==> src/rtl/alu_sched.sv <==
`default_nettype none
// ============================================================================
// Module   : alu_sched
// Purpose  : Round-robin scheduler sharing one fixed 2-cycle-latency ALU among
//            NREQ requesters, with halt/drain control and result routing.
// Revision : 1.0 - initial release
// ============================================================================
module alu_sched #(
    parameter int WIDTH = 16,
    parameter int NREQ  = 4
) (
    input  logic                  clk,
    input  logic                  rst_n,
    input  logic                  halt,
    input  logic [NREQ-1:0]       req_valid,
    output logic [NREQ-1:0]       req_ready,
    input  logic [NREQ*WIDTH-1:0] req_in0,
    input  logic [NREQ*WIDTH-1:0] req_in1,
    input  logic [NREQ*3-1:0]     req_opcode,
    output logic [WIDTH-1:0]      alu_in0,
    output logic [WIDTH-1:0]      alu_in1,
    output logic [2:0]            alu_opcode,
    input  logic [WIDTH-1:0]      alu_out,
    input  logic                  alu_overflow,
    output logic [NREQ-1:0]       rsp_valid,
    output logic [WIDTH-1:0]      rsp_data,
    output logic                  rsp_overflow,
    output logic                  halted
);

    localparam int         PTR_W       = $clog2(NREQ);
    localparam int         IDX_W       = PTR_W + 1;
    localparam logic [2:0] OVF_LAST_OP = 3'b100;

    typedef enum logic [1:0] {
        ST_RUN    = 2'd0,
        ST_DRAIN  = 2'd1,
        ST_HALTED = 2'd2
    } state_t;

    state_t            state_q, state_d;
    logic [PTR_W-1:0]  rr_ptr_q, rr_ptr_d;
    logic              s1_valid_q, s1_valid_d, s2_valid_q;
    logic [PTR_W-1:0]  s1_id_q, s1_id_d, s2_id_q;
    logic [2:0]        s1_op_q, s1_op_d, s2_op_q;

    logic              grant_en;
    logic              xfer;
    logic [PTR_W-1:0]  gnt_id;

    // Descending scan so the requester closest to rr_ptr is written last and wins.
    always_comb begin : arbiter
        logic [IDX_W-1:0] idx;
        idx      = '0;
        grant_en = rst_n && (state_q == ST_RUN) && !halt;
        xfer     = 1'b0;
        gnt_id   = '0;
        for (int k = NREQ - 1; k >= 0; k--) begin
            idx = {1'b0, rr_ptr_q} + IDX_W'(k);
            if (idx >= IDX_W'(NREQ)) begin
                idx = idx - IDX_W'(NREQ);
            end
            if (req_valid[idx[PTR_W-1:0]]) begin
                xfer   = grant_en;
                gnt_id = idx[PTR_W-1:0];
            end
        end
    end

    always_comb begin : issue
        req_ready  = '0;
        alu_in0    = '0;
        alu_in1    = '0;
        alu_opcode = 3'b000;
        if (xfer) begin
            req_ready[gnt_id] = 1'b1;
            alu_in0           = req_in0[int'(gnt_id)*WIDTH +: WIDTH];
            alu_in1           = req_in1[int'(gnt_id)*WIDTH +: WIDTH];
            alu_opcode        = req_opcode[int'(gnt_id)*3 +: 3];
        end
    end

    always_comb begin : next_state
        state_d    = state_q;
        rr_ptr_d   = rr_ptr_q;
        s1_valid_d = xfer;
        s1_id_d    = gnt_id;
        s1_op_d    = alu_opcode;
        if (xfer) begin
            rr_ptr_d = (gnt_id == PTR_W'(NREQ - 1)) ? '0 : gnt_id + PTR_W'(1);
        end
        // Stage 2 retires this cycle, so an empty stage 1 means nothing is left after the edge.
        case (state_q)
            ST_RUN:    if (halt) state_d = ST_DRAIN;
            ST_DRAIN:  if (!halt) state_d = ST_RUN;
                       else if (!s1_valid_q) state_d = ST_HALTED;
            ST_HALTED: if (!halt) state_d = ST_RUN;
            default:   state_d = ST_RUN;
        endcase
    end

    always_ff @(posedge clk) begin
        if (!rst_n) begin
            state_q    <= ST_RUN;
            rr_ptr_q   <= '0;
            s1_valid_q <= 1'b0;
            s1_id_q    <= '0;
            s1_op_q    <= 3'b000;
            s2_valid_q <= 1'b0;
            s2_id_q    <= '0;
            s2_op_q    <= 3'b000;
        end else begin
            state_q    <= state_d;
            rr_ptr_q   <= rr_ptr_d;
            s1_valid_q <= s1_valid_d;
            s1_id_q    <= s1_id_d;
            s1_op_q    <= s1_op_d;
            s2_valid_q <= s1_valid_q;
            s2_id_q    <= s1_id_q;
            s2_op_q    <= s1_op_q;
        end
    end

    always_comb begin : respond
        rsp_valid    = '0;
        rsp_data     = '0;
        rsp_overflow = 1'b0;
        if (rst_n && s2_valid_q) begin
            rsp_valid[s2_id_q] = 1'b1;
            rsp_data           = alu_out;
            rsp_overflow       = alu_overflow && (s2_op_q <= OVF_LAST_OP);
        end
    end

    assign halted = rst_n && (state_q == ST_HALTED);

endmodule
`default_nettype wire

==> config.mk <==
export PLATFORM = sky130hd
export DESIGN_NAME = alu_sched
export DESIGN_NICKNAME = d
export VERILOG_FILES = /design/src/rtl/alu_sched.sv
export SDC_FILE = /design/constraint.sdc
export NUM_CORES = 1
export LEC_CHECK = 0
export CORE_AREA = 2 2 88 90
export CTS_CLUSTER_SIZE = 30
export DETAILED_ROUTE_END_ITERATION = 8
export DIE_AREA = 0 0 90 92
export GPL_TIMING_DRIVEN = 0
export PLACE_DENSITY = 0.81
export SLEW_MARGIN = 10
export SYNTH_ARGS = -nofsm -noshare
export SYNTH_HDL_FRONTEND = slang
export SYNTH_SLANG_ARGS = --single-unit
==> constraint.sdc <==
create_clock -name clk -period 3.4 [get_ports clk]
set_input_delay 0.68 -clock clk [delete_from_list [all_inputs] [get_ports clk]]
set_output_delay 0.68 -clock clk [all_outputs]
set_load 0.01 [all_outputs]
# After elaboration in Yosys (flattened, before gate mapping)
# Cells that the tools add are included.
[totals]
elab_cells = 86
regBits = 16
output_inout_bits = 61
ramBits = 0
input_bits = 164
n_memories = 0
latchBits = 0
romBits = 0
[classes]
n_eq_ne = 6
n_lt_le_gt_ge = 13
muxes = 37
div_mod_pow = 0
n_mul = 1
n_reduce_logical = 10
bitwise_logic = 0
addsub = 8
shift = 3
[ops]
columns = ["op", "count"]
rows = [
  ["variable part select 64 x 7 -> 16 bit", 2],
  ["2-to-1 mux 16 bit", 3],
  ["2-to-1 mux 2 bit", 13],
  ["less-than comparator 2 x 3 -> 1 bit, second input constant", 6],
  ["variable part select 12 x 5 -> 3 bit", 1],
  ["2-to-1 mux 1 bit", 11],
  [">= comparator 3 bit, second input constant", 3],
  ["binary-select mux 1 bit (select 2 bit)", 4],
  ["2-to-1 mux 4 bit", 2],
  ["subtractor 2 x 1 -> 2 bit, second input constant", 4],
  ["logical AND 1 bit", 7],
  ["adder 2 x 2 -> 3 bit, second input constant", 2],
  ["one-hot mux 2 bit (3 select lines)", 1],
  ["demux 1 bit (select 2 bit)", 2],
  ["== test 2 bit, second input constant", 2],
  [">= comparator 2 x 1 -> 1 bit, second input constant", 2],
  ["multiplier 2 x 2 -> 4 bit, second input constant", 1],
  ["!= test 2 bit, second input constant", 2],
  ["adder 2 x 1 -> 3 bit, second input constant", 1],
  [">= comparator 2 x 3 -> 1 bit, second input constant", 1],
  ["<= comparator 3 bit, second input constant", 1],
  ["2-to-1 mux 3 bit", 1],
  ["!= test 3 bit, second input constant", 1],
  ["AND reduction 3 bit", 1],
  ["other kinds (4)", 4],
]

# Depth between registers and ports, before layout
[logic_depth]
depth_word = 14
mapped_depth = 9
ltp_nobuf = 7

# Worst setup path before layout
# OpenSTA, ideal clock, no wires.
[synth_path]
path_type = "input to output"
from = "input req_valid[0]"
to = "output alu_in0[0]"
cell_stages = 7
setup_slack_ps = 699
t_arrival_ps = 2021
required_time_ps = 2720
n_path_buf = 2
cell_sequence = "nor2b_1 o21ba_2 a211o_1 buf_2 buf_2 mux2i_1 o22ai_1"
[synth_between]
elab_chain_cells = 8
elab_cells_between_ends = 18
[synth_lines]
columns = ["element", "line", "rtl"]
rows = [
  ["start, declared", "15", "input logic [NREQ-1:0] req_valid,"],
  ["binary-select mux 1 bit (select 2 bit)", "63", "if (req_valid[idx[PTR_W-1:0]]) begin"],
  ["2-to-1 mux 1 bit (implied by the code)", "63", ""],
  ["2-to-1 mux 2 bit (4 in series)", "63", ""],
  ["variable part select 64 x 7 -> 16 bit", "77", "alu_in0 = req_in0[int'(gnt_id)*WIDTH +: WIDTH];"],
  ["2-to-1 mux 16 bit (*)", "75", "if (xfer) begin"],
  ["end, declared", "20", "output logic [WIDTH-1:0] alu_in0,"],
]
# Mark *: on every way between the ends. The rest lies on a longest branch, timed or not. The select of a mux whose other input is x is not followed.

# Worst setup path in the final report
[layout_path]
from = "input halt"
to = "output alu_in1[13]"
[layout_between]
elab_chain_cells = 7
[layout_lines]
columns = ["element", "line", "rtl"]
rows = [
  ["start, declared", "14", "input logic halt,"],
  ["zero test 1 bit (*)", "n/a", ""],
  ["logical AND 1 bit (*)", "55", "grant_en = rst_n && (state_q == ST_RUN) && !halt;"],
  ["2-to-1 mux 1 bit (3 in series)", "63", ""],
  ["2-to-1 mux 1 bit (*)", "63", ""],
  ["2-to-1 mux 16 bit (*)", "75", ""],
  ["end, declared", "21", "output logic [WIDTH-1:0] alu_in1,"],
]
# Mark *: on every way between the ends. The rest lies on a longest branch, timed or not.

==> summary.md <==
| Metric | Value |
|---|---|
| Post-synth top cells | mux2i_1 (71), o22ai_1 (38), and3_1 (16), dfxtp_1 (16), and2_1 (10) |
| Part of the power in registers | 0.221 |
| Post-layout util | 0.580 |
| Hold Crit Start | s1_op_q[1] |
| Hold_buf cts | 0 |
| Antenna diodes | 0 |
| Yosys reg bits | 16 |
| Via count | 2628 |
| Die Y-Extent | 92 um |
| Share of layout cells above drive strength 1 | 0.159 |
| Worst R2R Start | rr_ptr_q[0] |
| Crit path time final | 3.32 ns |
| Final nets | 616 |
| Fmax achieved | 301 MHz |
| Area growth, synth to finish | 134% |
| Port bufs | 224 |
| Vias in the first global route | 2729 |
| Die width | 90 um |
| Core footprint | between 7000 and 8000 um^2 |
| Rows | 32 |
| Mapped Area | about 1800 um^2 |
| R2R Path End | rr_ptr_q[1] |
| Power Density | 214 nW/um^2 |
| Worst slack, placed | -0.749 ns |
| Distinct cells, synth | 31 |
| Slew HR | 0.773 |
| Peak supply drop | between 0.09 and 0.1 mV |
| Htree depth | 1 |
| Cell Int Power | 651 uW |
| Root Driver | clkbuf_8 |
| Clk pwr share | 0.172 |
| Critical Setup Path Class | in2out |
| RSZ-0062 raised after global routing | no |
| Final setup vio count | 0 |
| Drt pass-1 iters | 4 |
| Worst skew pair latency | between 0.2 and 0.25 ns |
| DR iter-0 viols | 29 |
| Drt wl/cell | 16.1 um |
| DRC viols | 0 |
| Setup WS post-layout | 0.0803 ns |
| Initial antenna violation count | 0 |
| Synth top area cells | mux2i_1 (38%), dfxtp_1 (17%), o22ai_1 (13%) |
| Lkg Pwr | about 2.0 nW |
| Placer Congestion | roughly 0.84 |
| Fin Clk Skew | 0.00271 ns |
| Ports | 225 |
| Die area | 8280 um^2 |
| Most common cell in the netlist | mux2i_1 |
| Top FF cell, synth | dfxtp_1 |
| Hold path depth | 1 |
| Global-route usage over all layers | 0.198 |
| Tightest Pin Transition | 0.340 ns |
| Clk slew on worst S/H paths | 0.06 ns |
| Clock tree from TritonCTS | built |
| Cell area after layout | roughly 4300 um^2 |
| CTS Buf Count | 3 |
| Overflow after GRT | 0 |
| Final hold vios | 0 |
| Min Hold Slack | ~0.43 ns |
| Total Routed Length | roughly 8900 um |
| Crit path arrival time | 2.64 ns |
| Share of the synthesized area in the top cell type | 0.385 |
| Max-cap violation count | 0 |
| Switching power | about 270 uW |
| R2R depth | 9 |
| Gate power share | 0.608 |
| Number of flops mapped to enable cells by yosys | 0 |
| Asr flop ratio synth | 0 |
| Setup TNS | 0 ns |
| Power Total | 926 uW |
| R2R setup slack | 1.50 ns |
| Detailed Place HPWL | ~7500 um |
| Mean number of vias per cell | 4.79 |
| Layout Cells excl Fill | 549 |
| Post-DRT Antenna Nets | 0 |
| Starting density of the core | 0.248 |
| Area leader, netlist | mux2i_1 |
| Largest net degree at the start of global routing | 12 |
| CP required | 2.72 ns |
| Largest fanout on the critical path | 10 |
| Mean Syn Cell Area | roughly 8.6 um^2 |
| # clock sinks | 16 |
| Critical path capture point type | primary output |
| Placement Cell Area | about 4200 um^2 |
| Post-Syn Nets | 383 |
| Longest Clk Path Bufs | 2 |
| HP Class | reg2reg |
| Ys Warns | 0 |
| Worst Setup Start Kind | input port |
| Gate Count Post-Synth | around 220 |
| Status | complete, no violations |
| Tcrit/Tclk final | 0.976 |
| Fin. max-slew vios | 0 |
| Net Sw Frac | 0.296 |
| Placed Cells | 541 |
| First-pass GRT wire length | 13400 um |
| Seq/Total Area, Yosys | 0.173 |
| Hold EP | s2_op_q[1] |
## per-layer routing
layer	vias to the layer above	share of wire	wire length [um]	track usage
li1	1278	-	-	-
met1	1215	0.37	3240	0.214
met2	129	0.55	4830	0.388
met3	6	0.081	720	0.0551
met4	0	0.0080	71	0.0308
met5	-	0	0	0
## cells in the final DEF (no fill, tap or decap), types with 4 or more instances in the layout
cell type	n
buf_2	5
dfxtp_1	16
clkbuf_2	23
and2_1	10
buf_4	5
and3_1	16
nor2_1	7
o22ai_1	36
buf_8	4
ha_1	4
mux2i_1	66
clkdlybuf4s50_1	182
mux2i_2	4
clkbuf_8	4
buf_6	7
dlygate4sd2_1	5
inv_1	5
clkdlybuf4s15_1	4
clkdlybuf4s15_2	4
## timing repair
action | CTS | global route
pin swaps | 1 | 1
resized for setup | 85 | 63
setup endpoints to repair | 39 | 37
cloned | 0 | 1
buffers inserted | 2 | 1
## worst max-delay path: stages
cell,delay (ns)
clkdlybuf4s50_1,0.43
or4_4,0.50
a31oi_4,0.21
nand2_2,0.10
buf_6,0.15
buf_6,0.14
o22ai_1,0.17
clkdlybuf4s15_2,0.25
## worst max-delay path by stage
| stage | slack [ns] | start | end |
|---|---|---|---|
| 2_1_floorplan | 0.70 | req_valid[0] | alu_in0[0] |
| 4_1_cts | 0.004 | halt | alu_in0[13] |
| 3_5_place_dp | -0.75 | rst_n | alu_in1[11] |
| 3_3_place_gp | -0.73 | rst_n | alu_in0[13] |
| 6_report | 0.08 | halt | alu_in1[13] |
| 5_1_grt | 0.008 | req_valid[2] | alu_in1[15] |
## sequential cells by signal (all words and copies together), names as in the netlist
signal / flops
s2_id_q: 2
s2_valid_q: 1
s1_id_q: 2
s1_valid_q: 1
s1_op_q: 3
s2_op_q: 3
state_q: 2
rr_ptr_q: 2
## cell type report
cell class | count | area [um^2]
fill | 706 | 3130
clock buffer | 4 | 55.1
sequential | 16 | 320
buffer | 19 | 198
tap | 102 | 128
multi-input combinational | 174 | 1440
timing repair buffer | 228 | 2160
inverter | 6 | 22.5
## logic make-up after synthesis
family | Yosys count | synth area share
AND/OR/NAND/NOR | 50 | 0.158
flip-flops | 16 | 0.173
buffers and inverters | 25 | 0.0772
adder cells (fa/ha/maj) | 4 | 0.0271
AO/OA/AOI/OAI | 49 | 0.180
multiplexers | 71 | 0.385
## power by group through the flow
stage	Combinational, mW	Sequential, mW	Clock, mW
after floorplan	0.234	0.206	0
after global placement	0.527	0.207	0
after detailed placement	0.536	0.208	0
after CTS	0.543	0.204	0.164
after global routing	0.602	0.206	0.172
final	0.562	0.205	0.159
No activity file was read; power rests on OpenSTA's default activity.
